===== src/rtl/br_pkg.sv =====
// Shared definitions for branch resolution: RV32I branch funct3 codes,
// the 2-bit direction-counter state type and its saturating update.
package br_pkg;

  localparam logic [2:0] F3_BEQ  = 3'b000;
  localparam logic [2:0] F3_BNE  = 3'b001;
  localparam logic [2:0] F3_BLT  = 3'b100;
  localparam logic [2:0] F3_BGE  = 3'b101;
  localparam logic [2:0] F3_BLTU = 3'b110;
  localparam logic [2:0] F3_BGEU = 3'b111;

  typedef enum logic [1:0] {
    SNT = 2'b00,
    WNT = 2'b01,
    WT  = 2'b10,
    ST  = 2'b11
  } bht_state_t;

  // Taken moves toward ST, not-taken toward SNT; both ends saturate.
  function automatic bht_state_t next_bht(input bht_state_t state, input logic taken);
    bht_state_t nxt;
    nxt = state;
    case (state)
      SNT: nxt = taken ? WNT : SNT;
      WNT: nxt = taken ? WT  : SNT;
      WT:  nxt = taken ? ST  : WNT;
      ST:  nxt = taken ? ST  : WT;
      default: nxt = WNT;
    endcase
    return nxt;
  endfunction

endpackage


===== src/rtl/bht_table.sv =====
// Branch history table of 2-bit saturating counters.
// Ports:
//   i_clk, i_reset      clock, synchronous active-high reset (all entries -> WNT)
//   i_rd_idx/o_rd_state combinational read port (returns pre-update value)
//   i_we/i_wr_idx/i_wr_taken  synchronous training port
module bht_table
  import br_pkg::*;
#(
  parameter int BHT_ENTRIES = 64,
  parameter int INDEX_W     = $clog2(BHT_ENTRIES)
) (
  input  logic               i_clk,
  input  logic               i_reset,
  input  logic [INDEX_W-1:0] i_rd_idx,
  output bht_state_t         o_rd_state,
  input  logic               i_we,
  input  logic [INDEX_W-1:0] i_wr_idx,
  input  logic               i_wr_taken
);

  bht_state_t r_table [BHT_ENTRIES];

  always_ff @(posedge i_clk) begin
    if (i_reset) begin
      for (int unsigned i = 0; i < BHT_ENTRIES; i++) begin
        r_table[i] <= WNT;
      end
    end else if (i_we) begin
      r_table[i_wr_idx] <= next_bht(r_table[i_wr_idx], i_wr_taken);
    end
  end

  assign o_rd_state = r_table[i_rd_idx];

endmodule


===== src/rtl/branch_resolve_unit.sv =====
// EX-stage branch resolution: computes branch/jump outcome and target,
// detects mispredictions, issues a one-shot redirect, trains the BHT and
// keeps branch / misprediction performance counters.
// Ports:
//   i_clk, i_reset                 clock, synchronous active-high reset
//   i_valid, i_stall               EX valid / EX held this cycle
//   i_is_branch/jal/jalr, i_funct3 decoded instruction type
//   i_pc, i_imm, i_rs1_data        operands for target computation
//   i_pred_taken, i_pred_target    IF prediction carried down the pipe
//   o_signed_mode, i_eq, i_lt      comparator mode out / flags in
//   o_redirect, o_redirect_pc      fetch restart request and address
//   o_illegal_br                   branch with reserved funct3
//   i_if_pc, o_if_pred_taken       IF direction lookup
//   o_br_count, o_mispred_count    saturating performance counters
module branch_resolve_unit
  import br_pkg::*;
#(
  parameter int BHT_ENTRIES = 64,
  parameter int INDEX_W     = $clog2(BHT_ENTRIES)
) (
  input  logic        i_clk,
  input  logic        i_reset,
  input  logic        i_valid,
  input  logic        i_stall,
  input  logic        i_is_branch,
  input  logic        i_is_jal,
  input  logic        i_is_jalr,
  input  logic [2:0]  i_funct3,
  input  logic [31:0] i_pc,
  input  logic [31:0] i_imm,
  input  logic [31:0] i_rs1_data,
  input  logic        i_pred_taken,
  input  logic [31:0] i_pred_target,
  output logic        o_signed_mode,
  input  logic        i_eq,
  input  logic        i_lt,
  output logic        o_redirect,
  output logic [31:0] o_redirect_pc,
  output logic        o_illegal_br,
  input  logic [31:0] i_if_pc,
  output logic        o_if_pred_taken,
  output logic [31:0] o_br_count,
  output logic [31:0] o_mispred_count
);

  logic        w_cond;
  logic        w_legal;
  logic        w_taken;
  logic [31:0] w_target;
  logic        w_mispredict;
  logic        w_train;
  logic        w_br_inc;
  bht_state_t  w_if_state;
  logic        w_unused;

  logic        r_resolved;
  logic [31:0] r_br_count;
  logic [31:0] r_mispred_count;

  always_comb begin
    w_cond  = 1'b0;
    w_legal = 1'b1;
    case (i_funct3)
      F3_BEQ:           w_cond = i_eq;
      F3_BNE:           w_cond = ~i_eq;
      F3_BLT, F3_BLTU:  w_cond = i_lt;
      F3_BGE, F3_BGEU:  w_cond = ~i_lt;
      default:          w_legal = 1'b0;
    endcase
  end

  assign o_signed_mode = (i_funct3 == F3_BLT) | (i_funct3 == F3_BGE);
  assign o_illegal_br  = i_valid & i_is_branch & ~w_legal;

  assign w_taken  = (i_is_branch & w_cond) | i_is_jal | i_is_jalr;
  assign w_target = i_is_jalr ? ((i_rs1_data + i_imm) & ~32'h1) : (i_pc + i_imm);

  assign w_mispredict  = (w_taken != i_pred_taken) |
                         (w_taken & i_pred_taken & (w_target != i_pred_target));
  assign o_redirect_pc = w_taken ? w_target : (i_pc + 32'd4);
  assign o_redirect    = i_valid & w_mispredict & ~r_resolved;

  assign w_br_inc = i_valid & i_is_branch & ~i_stall;
  assign w_train  = w_br_inc & w_legal;

  // A stalled instruction redirects on its first cycle only; the flag is
  // dropped as soon as EX advances so the next instruction starts clean.
  always_ff @(posedge i_clk) begin
    if (i_reset) begin
      r_resolved <= 1'b0;
    end else if (!i_stall) begin
      r_resolved <= 1'b0;
    end else if (o_redirect) begin
      r_resolved <= 1'b1;
    end
  end

  always_ff @(posedge i_clk) begin
    if (i_reset) begin
      r_br_count      <= '0;
      r_mispred_count <= '0;
    end else begin
      if (w_br_inc && (r_br_count != '1)) begin
        r_br_count <= r_br_count + 32'd1;
      end
      if (o_redirect && (r_mispred_count != '1)) begin
        r_mispred_count <= r_mispred_count + 32'd1;
      end
    end
  end

  assign o_br_count      = r_br_count;
  assign o_mispred_count = r_mispred_count;

  bht_table #(
    .BHT_ENTRIES (BHT_ENTRIES),
    .INDEX_W     (INDEX_W)
  ) u_bht (
    .i_clk      (i_clk),
    .i_reset    (i_reset),
    .i_rd_idx   (i_if_pc[INDEX_W+1:2]),
    .o_rd_state (w_if_state),
    .i_we       (w_train),
    .i_wr_idx   (i_pc[INDEX_W+1:2]),
    .i_wr_taken (w_cond)
  );

  assign o_if_pred_taken = w_if_state[1];

  assign w_unused = ^{i_if_pc[31:INDEX_W+2], i_if_pc[1:0], w_if_state[0]};

endmodule


===== config.mk =====
export PLATFORM = sky130hd
export DESIGN_NAME = branch_resolve_unit
export DESIGN_NICKNAME = d
export VERILOG_FILES = /design/src/rtl/br_pkg.sv /design/src/rtl/bht_table.sv /design/src/rtl/branch_resolve_unit.sv
export SDC_FILE = /design/constraint.sdc
export NUM_CORES = 1
export LEC_CHECK = 0
export CAP_MARGIN = 20
export CELL_PAD_IN_SITES_DETAIL_PLACEMENT = 2
export CELL_PAD_IN_SITES_GLOBAL_PLACEMENT = 2
export CORE_UTILIZATION = 33
export CTS_BUF_LIST = sky130_fd_sc_hd__clkbuf_8
export CTS_CLUSTER_DIAMETER = 60
export CTS_CLUSTER_SIZE = 25
export DETAILED_ROUTE_END_ITERATION = 16
export PLACE_DENSITY = 0.86
export REMOVE_ABC_BUFFERS = 1
export SLEW_MARGIN = 10
export SYNTH_ARGS = -nofsm -noshare
export SYNTH_HDL_FRONTEND = slang
export SYNTH_SLANG_ARGS = --single-unit
export TNS_END_PERCENT = 20

===== constraint.sdc =====
create_clock -name i_clk -period 10.41 [get_ports i_clk]
set_input_delay 2.6025 -clock i_clk [delete_from_list [all_inputs] [get_ports i_clk]]
set_output_delay 2.6025 -clock i_clk [all_outputs]
set_load 0.05 [all_outputs]

# After elaboration in Yosys (flattened, before gate mapping)
# Memory sizes are Yosys's and may differ from the RTL's.
# Index checks and enable logic that the tools add are counted.
[totals]
wordCells = 67
mem_bits_rw = 128
register_bits = 65
out_inout_bits = 100
n_memories = 1
[mem_list]
columns = ["name", "depth", "width", "rd", "rd_ports_with_merged_regs", "wr", "line_no", "text"]
rows = [
  ["u_bht.r_table", 64, 2, 2, 0, 64, "bht_table.sv:21", "bht_state_t r_table [BHT_ENTRIES];"],
]
[classes]
n_eq_ne = 12
reduce_logical = 9
mux = 19
add_sub_neg = 5
n_bitwise = 18
[op_table]
columns = ["cell", "n"]
rows = [
  ["32-bit by 1-bit adder with 32-bit output (second input constant)", 2],
  ["32-bit adder", 2],
  ["32-bit 2-to-1 mux", 2],
  ["32-bit inequality test (second input constant)", 2],
  ["32-bit by 3-bit adder with 32-bit output (second input constant)", 1],
  ["32-bit inequality test", 1],
  ["3-bit equality test (second input constant)", 4],
  ["2-bit 2-to-1 mux", 5],
  ["1-bit bitwise AND", 9],
  ["1-bit 2-to-1 mux", 9],
  ["2-bit one-hot mux with 4 select lines", 1],
  ["2-bit OR reduction", 4],
  ["6-bit 2-to-1 mux", 1],
  ["6-bit OR reduction", 1],
  ["1-bit NOT", 5],
  ["2-bit equality test (second input constant)", 2],
  ["1-bit OR", 4],
  ["1-bit one-hot mux with 4 select lines", 1],
  ["3-bit by 1-bit equality test with 1-bit output (second input constant)", 1],
  ["3-bit zero test", 1],
  ["2-bit by 1-bit equality test with 1-bit output (second input constant)", 1],
  ["1-bit logical AND", 2],
  ["2-bit zero test", 1],
  ["1-bit inequality test", 1],
]

# Logic depth before layout (Yosys ltp)
# Gate-level depths: netlist of run 1.
[logic_depth]
word_depth = 12
depth_mapped = 22

# Hierarchy
# Synthesis of run 1 repeated with hierarchy kept, for this count alone.
[hier_totals]
hier_cells = 2027
area_unflattened_um2 = 17628.2
[modules_own_cells]
columns = ["mod", "cells_per_inst", "area_each_um2", "instances"]
rows = [
  ["branch_resolve_unit", 1355, 9779.4, 1],
  ["bht_table", 672, 7848.8, 1],
]

# Worst setup path after synthesis of run 1
# Ideal clock, no wire load.
[synth_timing]
path_type = "input to output"
start = "in i_is_jalr"
end = "out o_redirect"
n_path_buf = 7
required_time_ns = 7.808
setup_slack_ns = 1.178
arrival_time_ns = 6.629
cell_stages = 19
path_cell_list = "clkbuf_1 > clkbuf_1 > buf_1 > clkbuf_1 > buf_1 > a211oi_1 > inv_1 > buf_1 > ha_1 > a31oi_1 > o2111ai_1 > a41o_1 > nor4_1 > nand4_1 > a2111oi_1 > o2111ai_2 > nor2b_1 > buf_4 > nor2_1"
[synth_via]
elab_chain_len = 6
[synth_lines]
columns = ["item", "line_no", "text"]
rows = [
  ["from (decl)", "branch_resolve_unit.sv:27", "input logic i_is_jalr,"],
  ["32-bit 2-to-1 mux / 1-bit OR (equally long branches)", "branch_resolve_unit.sv:76, branch_resolve_unit.sv:75", ""],
  ["32-bit inequality test / 1-bit bitwise AND (equally long branches)", "branch_resolve_unit.sv:79", "(w_taken & i_pred_taken & (w_target != i_pred_target));"],
  ["1-bit bitwise AND", "branch_resolve_unit.sv:79", ""],
  ["1-bit OR *", "branch_resolve_unit.sv:78", "assign w_mispredict = (w_taken != i_pred_taken) |"],
  ["1-bit bitwise AND * (2 in a row)", "branch_resolve_unit.sv:81", "assign o_redirect = i_valid & w_mispredict & ~r_resolved;"],
  ["to (decl)", "branch_resolve_unit.sv:37", "output logic o_redirect,"],
]
# Every way passes the cells marked *; elsewhere a longest branch is shown, timed or not.

# Worst setup path after layout of run 1
[layout_timing]
start = "in i_imm[11]"
end = "out o_redirect"
[layout_via]
elab_chain_len = 7
[layout_lines]
columns = ["item", "line_no", "text"]
rows = [
  ["from (decl)", "branch_resolve_unit.sv:30", "input logic [31:0] i_imm,"],
  ["32-bit adder", "branch_resolve_unit.sv:76", "assign w_target = i_is_jalr ? ((i_rs1_data + i_imm) & ~32'h1) : (i_pc + i_imm);"],
  ["32-bit 2-to-1 mux *", "branch_resolve_unit.sv:76", ""],
  ["32-bit inequality test *", "branch_resolve_unit.sv:79", ""],
  ["1-bit bitwise AND *", "branch_resolve_unit.sv:79", ""],
  ["1-bit OR *", "branch_resolve_unit.sv:78", ""],
  ["1-bit bitwise AND * (2 in a row)", "branch_resolve_unit.sv:81", ""],
]
# Marked as above.

==> flow_summary.ini, run 1 <==
[sta]
setup_viol = 0
grt_setup_unrepaired = no
skew_ps = 28.6
fin_crit_sh_pct = 94.9
slew_headroom_pct = 31.4
slew_viol_final = 0
hold_violations = 0
max_freq_mhz = 101
worst_pin_slew_ps = 1030
min_period_ps = 9880
tns_ps = 0

[synth]
synth_cell_types = 105
synthCells = 1926
synthMuxAreaShare_pct = 4.58
synth_top_cell_by_area = edfxtp_1
synth.area.top_cells = edfxtp_1 24%, dfxtp_1 8.0%, ha_1 5.0%, xnor2_1 3.9%, nand3_1 3.9%
synthFlopType = edfxtp_1
synthXorXnorAreaFrac_pct = 7.65
ys_seq_area_share_pct = 31.6
async_reset_ff_share_pct = 0
synth_top_area_share_pct = 23.6
synth.cell_area_um2 = 16300
synth_compound_area_share_pct = 21.3
synthSimpleGateAreaFrac_pct = 25.2
ys_seq_elements = 193
synth_warnings = 0
synth_fa_ha_area_share_pct = 5.36
synth_top_family_by_area = simple AND/OR/NAND/NOR gates
synth.avg_cell_area_um2 = 8.45
synth_edf_count = 128

[clock_network]
path_clk_slew_ps = 100
cts_setup_buffers = 0
clk_path_buf_depth = 2
numCtsBuffers = 17
h-tree-depth = 4
cts_num_sinks = 193
cts_root_buf = clkbuf_8
cts_tree = built
clk_latency_ps = 520

[die]
fp.coreArea_um2 = 48800
initial_core_util_pct = 33.3
dieHeight_um = 224
num_rows = 81
fp.dieW_um = 224
die-area_um2 = 50200
io_pins = 273

[final_layout]
drive_above_1_share_pct = 6.45
areaGrowthSynthToFinish_pct = 20.8
final_net_count = 2320
instances_no_fill = 2759

[global_route]
grt_use_met2_pct = 47.9
grt.busiest_layer = met2
antenna_found_initial = 3
grt_pass1_vias = 17800
track_usage_pct = 27.6
use_met1_pct = 35.4
grt_pass1_wl_um = 107000
grt_max_degree = 105
grt_overflow = 0
use_met3_pct = 3.13

[placement]
dp.cells = 2724
dp_hpwl_um = 53800
portBuffers = 246
gp_congestion = 0.935

[worst_setup_path]
cp.required_ps = 7810
max_stage_delay_ps = 580
crit_path_end_kind = output pin
path_max_fanout = 10
cp.buffers_inverters = 2
critical_path_class = in2out
crit_chain = clkdlybuf4s50_1, ha_1, nand2_1, o21ai_0, a21oi_2, o31ai_1, xor2_1, o32ai_1, xnor2_1, or4_1, nor4_4, nor2b_1, nor2_1, buf_4
crit_slowest_cell = or4_1
worstPathArrival_ps = 7280
cp_top_family = simple AND/OR/NAND/NOR gates
start_kind = input port

[power]
swShare_pct = 40.5
power.share.sequential_pct = 37.8
comb_power_share_pct = 40.1
p_switching_mw = 0.894
p_per_area_nw_per_um2 = 112
p_int_mw = 1.32
total_leakage_power_nw = 6.63
vdd_ir_drop_max_mv = 0.0781
clockPowerShare_pct = 22.1
totalPowerFinal_mw = 2.21

[drt]
avgRoutedWirePerCell_um = 25.5
drc = 0
drtIter0Drc = 1023
vias_per_cell = 6.07
dr.pass1.iters = 5
routed_wl_um = 70500
antenna_left = 0
vias = 16700

[min_path]
hold_class = reg2reg

[run_status]
status = completed

[flow_run]
drv_cap = 0
==> logic make-up after synthesis <==
kind of cell / Yosys count
and+or+nand+nor: 794
AOI/OAI and AO/OA: 504
DFF: 193
buffers and inverters: 180
xor gates and xnor gates: 139
adders and majority gates: 69
muxes: 47
==> worst min-delay path: cells and delay by family (launching register included) <==
family           cells  cell delay [ps]
and+or+nand+nor      2              150
DFF                  1              320
==> cells in the mapped netlist, types with 9 or more instances <==
library cell  instances
a211oi_1             15
or4_1                11
a21oi_1             116
ha_1                 65
a31oi_1              16
xor2_1               64
buf_1                20
nand2_1             151
o211ai_1             19
o21ai_0              81
o21a_1               20
a21o_1               50
and3_1               42
clkbuf_1            107
buf_2                11
nand3b_1              9
inv_1                35
or3_1                30
nand4_1              53
nand2b_1             37
nor2b_1              15
a22oi_1              51
nor2_1              167
mux4_2               21
and2_1               10
mux2i_1              16
nor4_1               32
o21bai_1             13
xnor2_1              73
dfxtp_1              65
o31ai_1              13
nand3_1             127
edfxtp_1            128
a22o_1                9
nor3_1               60
a221oi_1             11
nor3b_1              12
==> power by group through the flow <==
stage	registers [mW]	logic (mW)	clock network [mW]
floorplan	0.852	0.511	0
global route	0.836	0.933	0.525
global placement	0.851	0.838	0
CTS	0.835	0.873	0.502
detailed placement	0.853	0.867	0
finish	0.835	0.885	0.489
==> repair_timing <==
item,CTS,global route
hold buffers,0,0
gates resized for setup,0,1
setup endpoints to repair,0,1
==> final cells by class <==
class	instances	area, um2
inverter	36	135
timing repair buffer	279	2720
fill	5476	29200
clock buffer	18	248
multi-input combinational	1553	10500
antenna	2	5.00
tap	664	831
clock inverter	14	121
sequential	193	5140
==> cell usage in the layout, fill, tap and decap left out, drive strengths merged, types with 19 or more instances in the layout <==
master / count
a22oi: 51
xor2: 64
o211ai: 19
a21oi: 122
edfxtp: 128
dfxtp: 65
o21a: 20
or3: 30
nor2: 168
xnor2: 73
buf: 37
nor4: 34
inv: 44
clkdlybuf4s50: 242
nand2: 152
nor3: 61
ha: 65
a21o: 50
nand2b: 38
mux4: 21
nand3: 127
and3: 42
o21ai: 86
nand4: 53
==> per-stage QoR <==
step,util (%),hold slack [ps],worst slack [ps],cell area [um2]
final,40.3,515,527,19700
after global routing,40.3,541,238,19700
after CTS,40.2,521,325,19600
after detailed placement,39.4,507,334,19300
after global placement,39.4,487,504,19300
after floorplan,-,473,-900,15700
==> layer usage <==
metal,wire (um),vias to the layer above
li1,-,7557
met1,30600,8596
met2,34900,480
met3,2910,107
met4,2040,2
met5,11,-
==> flip-flops by register name, indices dropped and copies added, names as in the netlist <==
name / flops
u_bht.r_table: 128
r_resolved: 1
o_mispred_count: 32
o_br_count: 32
==> worst paths after layout <==
| kind | start | slack [ps] | cells past startpoint | endpoint |
|---|---|---|---|---|
| hold reg to reg | r_resolved | 520 | 2 | r_resolved |
| setup reg to reg | o_mispred_count[13] | 6670 | 12 | o_mispred_count[19] |
| setup / recovery | i_imm[11] | 530 | 14 | o_redirect |
| hold / removal | r_resolved | 520 | 2 | r_resolved |
Power figures use the tool's default switching activity.
==> inputs of run 2 (changes only) <==
CORE_UTILIZATION = 36   (was 33)
PLACE_DENSITY = 0.92   (was 0.86)
clock period = 11.4 ns   (was 10.41 ns; I/O delays follow)
==> run 2 against run 1 <==
Net effect: die area decreased by 8.3%; power decreased by 6.7%; clock skew increased by 11 ps; count of clock-buffer cells in the layout decreased by 1; critical endpoint unchanged; highest routed layer unchanged.
==> flow_summary.ini, run 2 (synthesis results as in run 1) <==
[worst_setup_path]
crit_path_end_kind = output pin
cp.required_ps = 8550
path_max_fanout = 8
critical_path_class = in2out
start_kind = input port
worstPathArrival_ps = 7860

[global_route]
antenna_found_initial = 2
track_usage_pct = 31.3
grt_overflow = 0
grt_max_degree = 83
grt_pass1_wl_um = 112000
grt_pass1_vias = 18100

[power]
vdd_ir_drop_max_mv = 0.0691
p_per_area_nw_per_um2 = 105
total_leakage_power_nw = 6.63

[drt]
drtIter0Drc = 1394
antenna_left = 0
avgRoutedWirePerCell_um = 27.5
dr.pass1.iters = 5
drc = 0
vias = 17100
vias_per_cell = 6.38
routed_wl_um = 73700

[die]
num_rows = 77
dieHeight_um = 215
fp.coreArea_um2 = 44400
io_pins = 273
fp.dieW_um = 215
die-area_um2 = 46100
initial_core_util_pct = 36.7

[clock_network]
clk_latency_ps = 530
numCtsBuffers = 17
h-tree-depth = 4
clk_path_buf_depth = 2
post_cts_resized = 0
holdBufCountCts = 0
cts_num_sinks = 193
path_clk_slew_ps = 120
cts_root_buf = clkbuf_8
cts_tree = built
cts_setup_buffers = 0

[final_layout]
final_net_count = 2318
layout_common_cells = 243 x clkdlybuf4s50_1, 166 x nor2_1, 151 x nand2_1
largest_reg_flops = 128
layout_commonest_cell = clkdlybuf4s50_1
top_register = u_bht.r_table
areaGrowthSynthToFinish_pct = 20.3
fill_cells = 4841
drive_above_1_share_pct = 6.36
n_antenna_cell = 0

[sta]
worst_pin_slew_ps = 1110
tns_ps = 0
hold_violations = 0
setup_viol = 0
max_freq_mhz = 93.4
layout_setup_ws_ps = 694
fin_crit_sh_pct = 93.9
slew_viol_final = 0
slew_headroom_pct = 25.9
skew_ps = 39.4
grt_setup_unrepaired = no
min_period_ps = 10710

[placement]
dp_hpwl_um = 56800
portBuffers = 246
pre_cts_slack_ps = 791
gp_congestion = 0.929

[run_status]
status = completed

[flow_run]
drv_cap = 0

[min_path]
hold_class = reg2reg
run 2: power breakdown:
part | switching [mW] | internal [mW]
Combinational | 0.529 | 0.282
Clock | 0.314 | 0.171
Sequential | 0.00922 | 0.755
Total | 0.853 | 1.21
run 2: cell type report:
cell class | instances | area [um2] | share of cell area [%]
Clock inverter | 15 | 174 | 0.888
Clock buffer | 17 | 234 | 1.19
Multi-Input combinational cell | 1553 | 10500 | 53.4
Sequential cell | 193 | 5140 | 26.3
Timing Repair Buffer | 277 | 2700 | 13.8
Inverter | 36 | 135 | 0.690
Tap cell | 592 | 741 | 3.78
run 2: critical path, cell delays in order:
cell and delay, ps:
clkdlybuf4s50_1 570, ha_1 340, fa_1 470, a211oi_1 360, o211a_1 310, nor2_1 120
a31oi_1 330, nor3_1 100, o32ai_1 600, xnor2_1 120, or4_1 620, nor4_4 370
nor2b_1 190, buf_4 190, nor2_1 80, buf_4 230
run 2: routing by layer:
metal / vias up / wire length (um) / global-route usage (%)
li1: 7563 / - / -
met1: 8841 / 30500 / 39.0
met2: 580 / 37100 / 55.9
met3: 126 / 3890 / 3.99
met4: 2 / 2200 / 9.62
met5: - / 13 / 0
run 2: path summary, 6_finish.rpt:
path	endpoint	cells past startpoint	start	slack [ps]
setup / recovery	o_redirect	16	i_imm[0]	690
hold / removal	r_resolved	2	r_resolved	510
setup reg to reg	o_mispred_count[25]	12	o_mispred_count[12]	7730
hold reg to reg	r_resolved	2	r_resolved	510
run 2: metrics by stage:
stage	total power, mW	hold WS [ps]	utilization (%)	instance area, um2	std cells
after detailed placement	1.57	498	43.1	19200	2650
after global placement	1.54	483	43.1	19200	2650
after CTS	2.05	515	44.1	19600	2682
final	2.06	507	44.1	19600	2683
after floorplan	1.24	473	-	15700	1782
after global routing	2.13	540	44.1	19600	2683
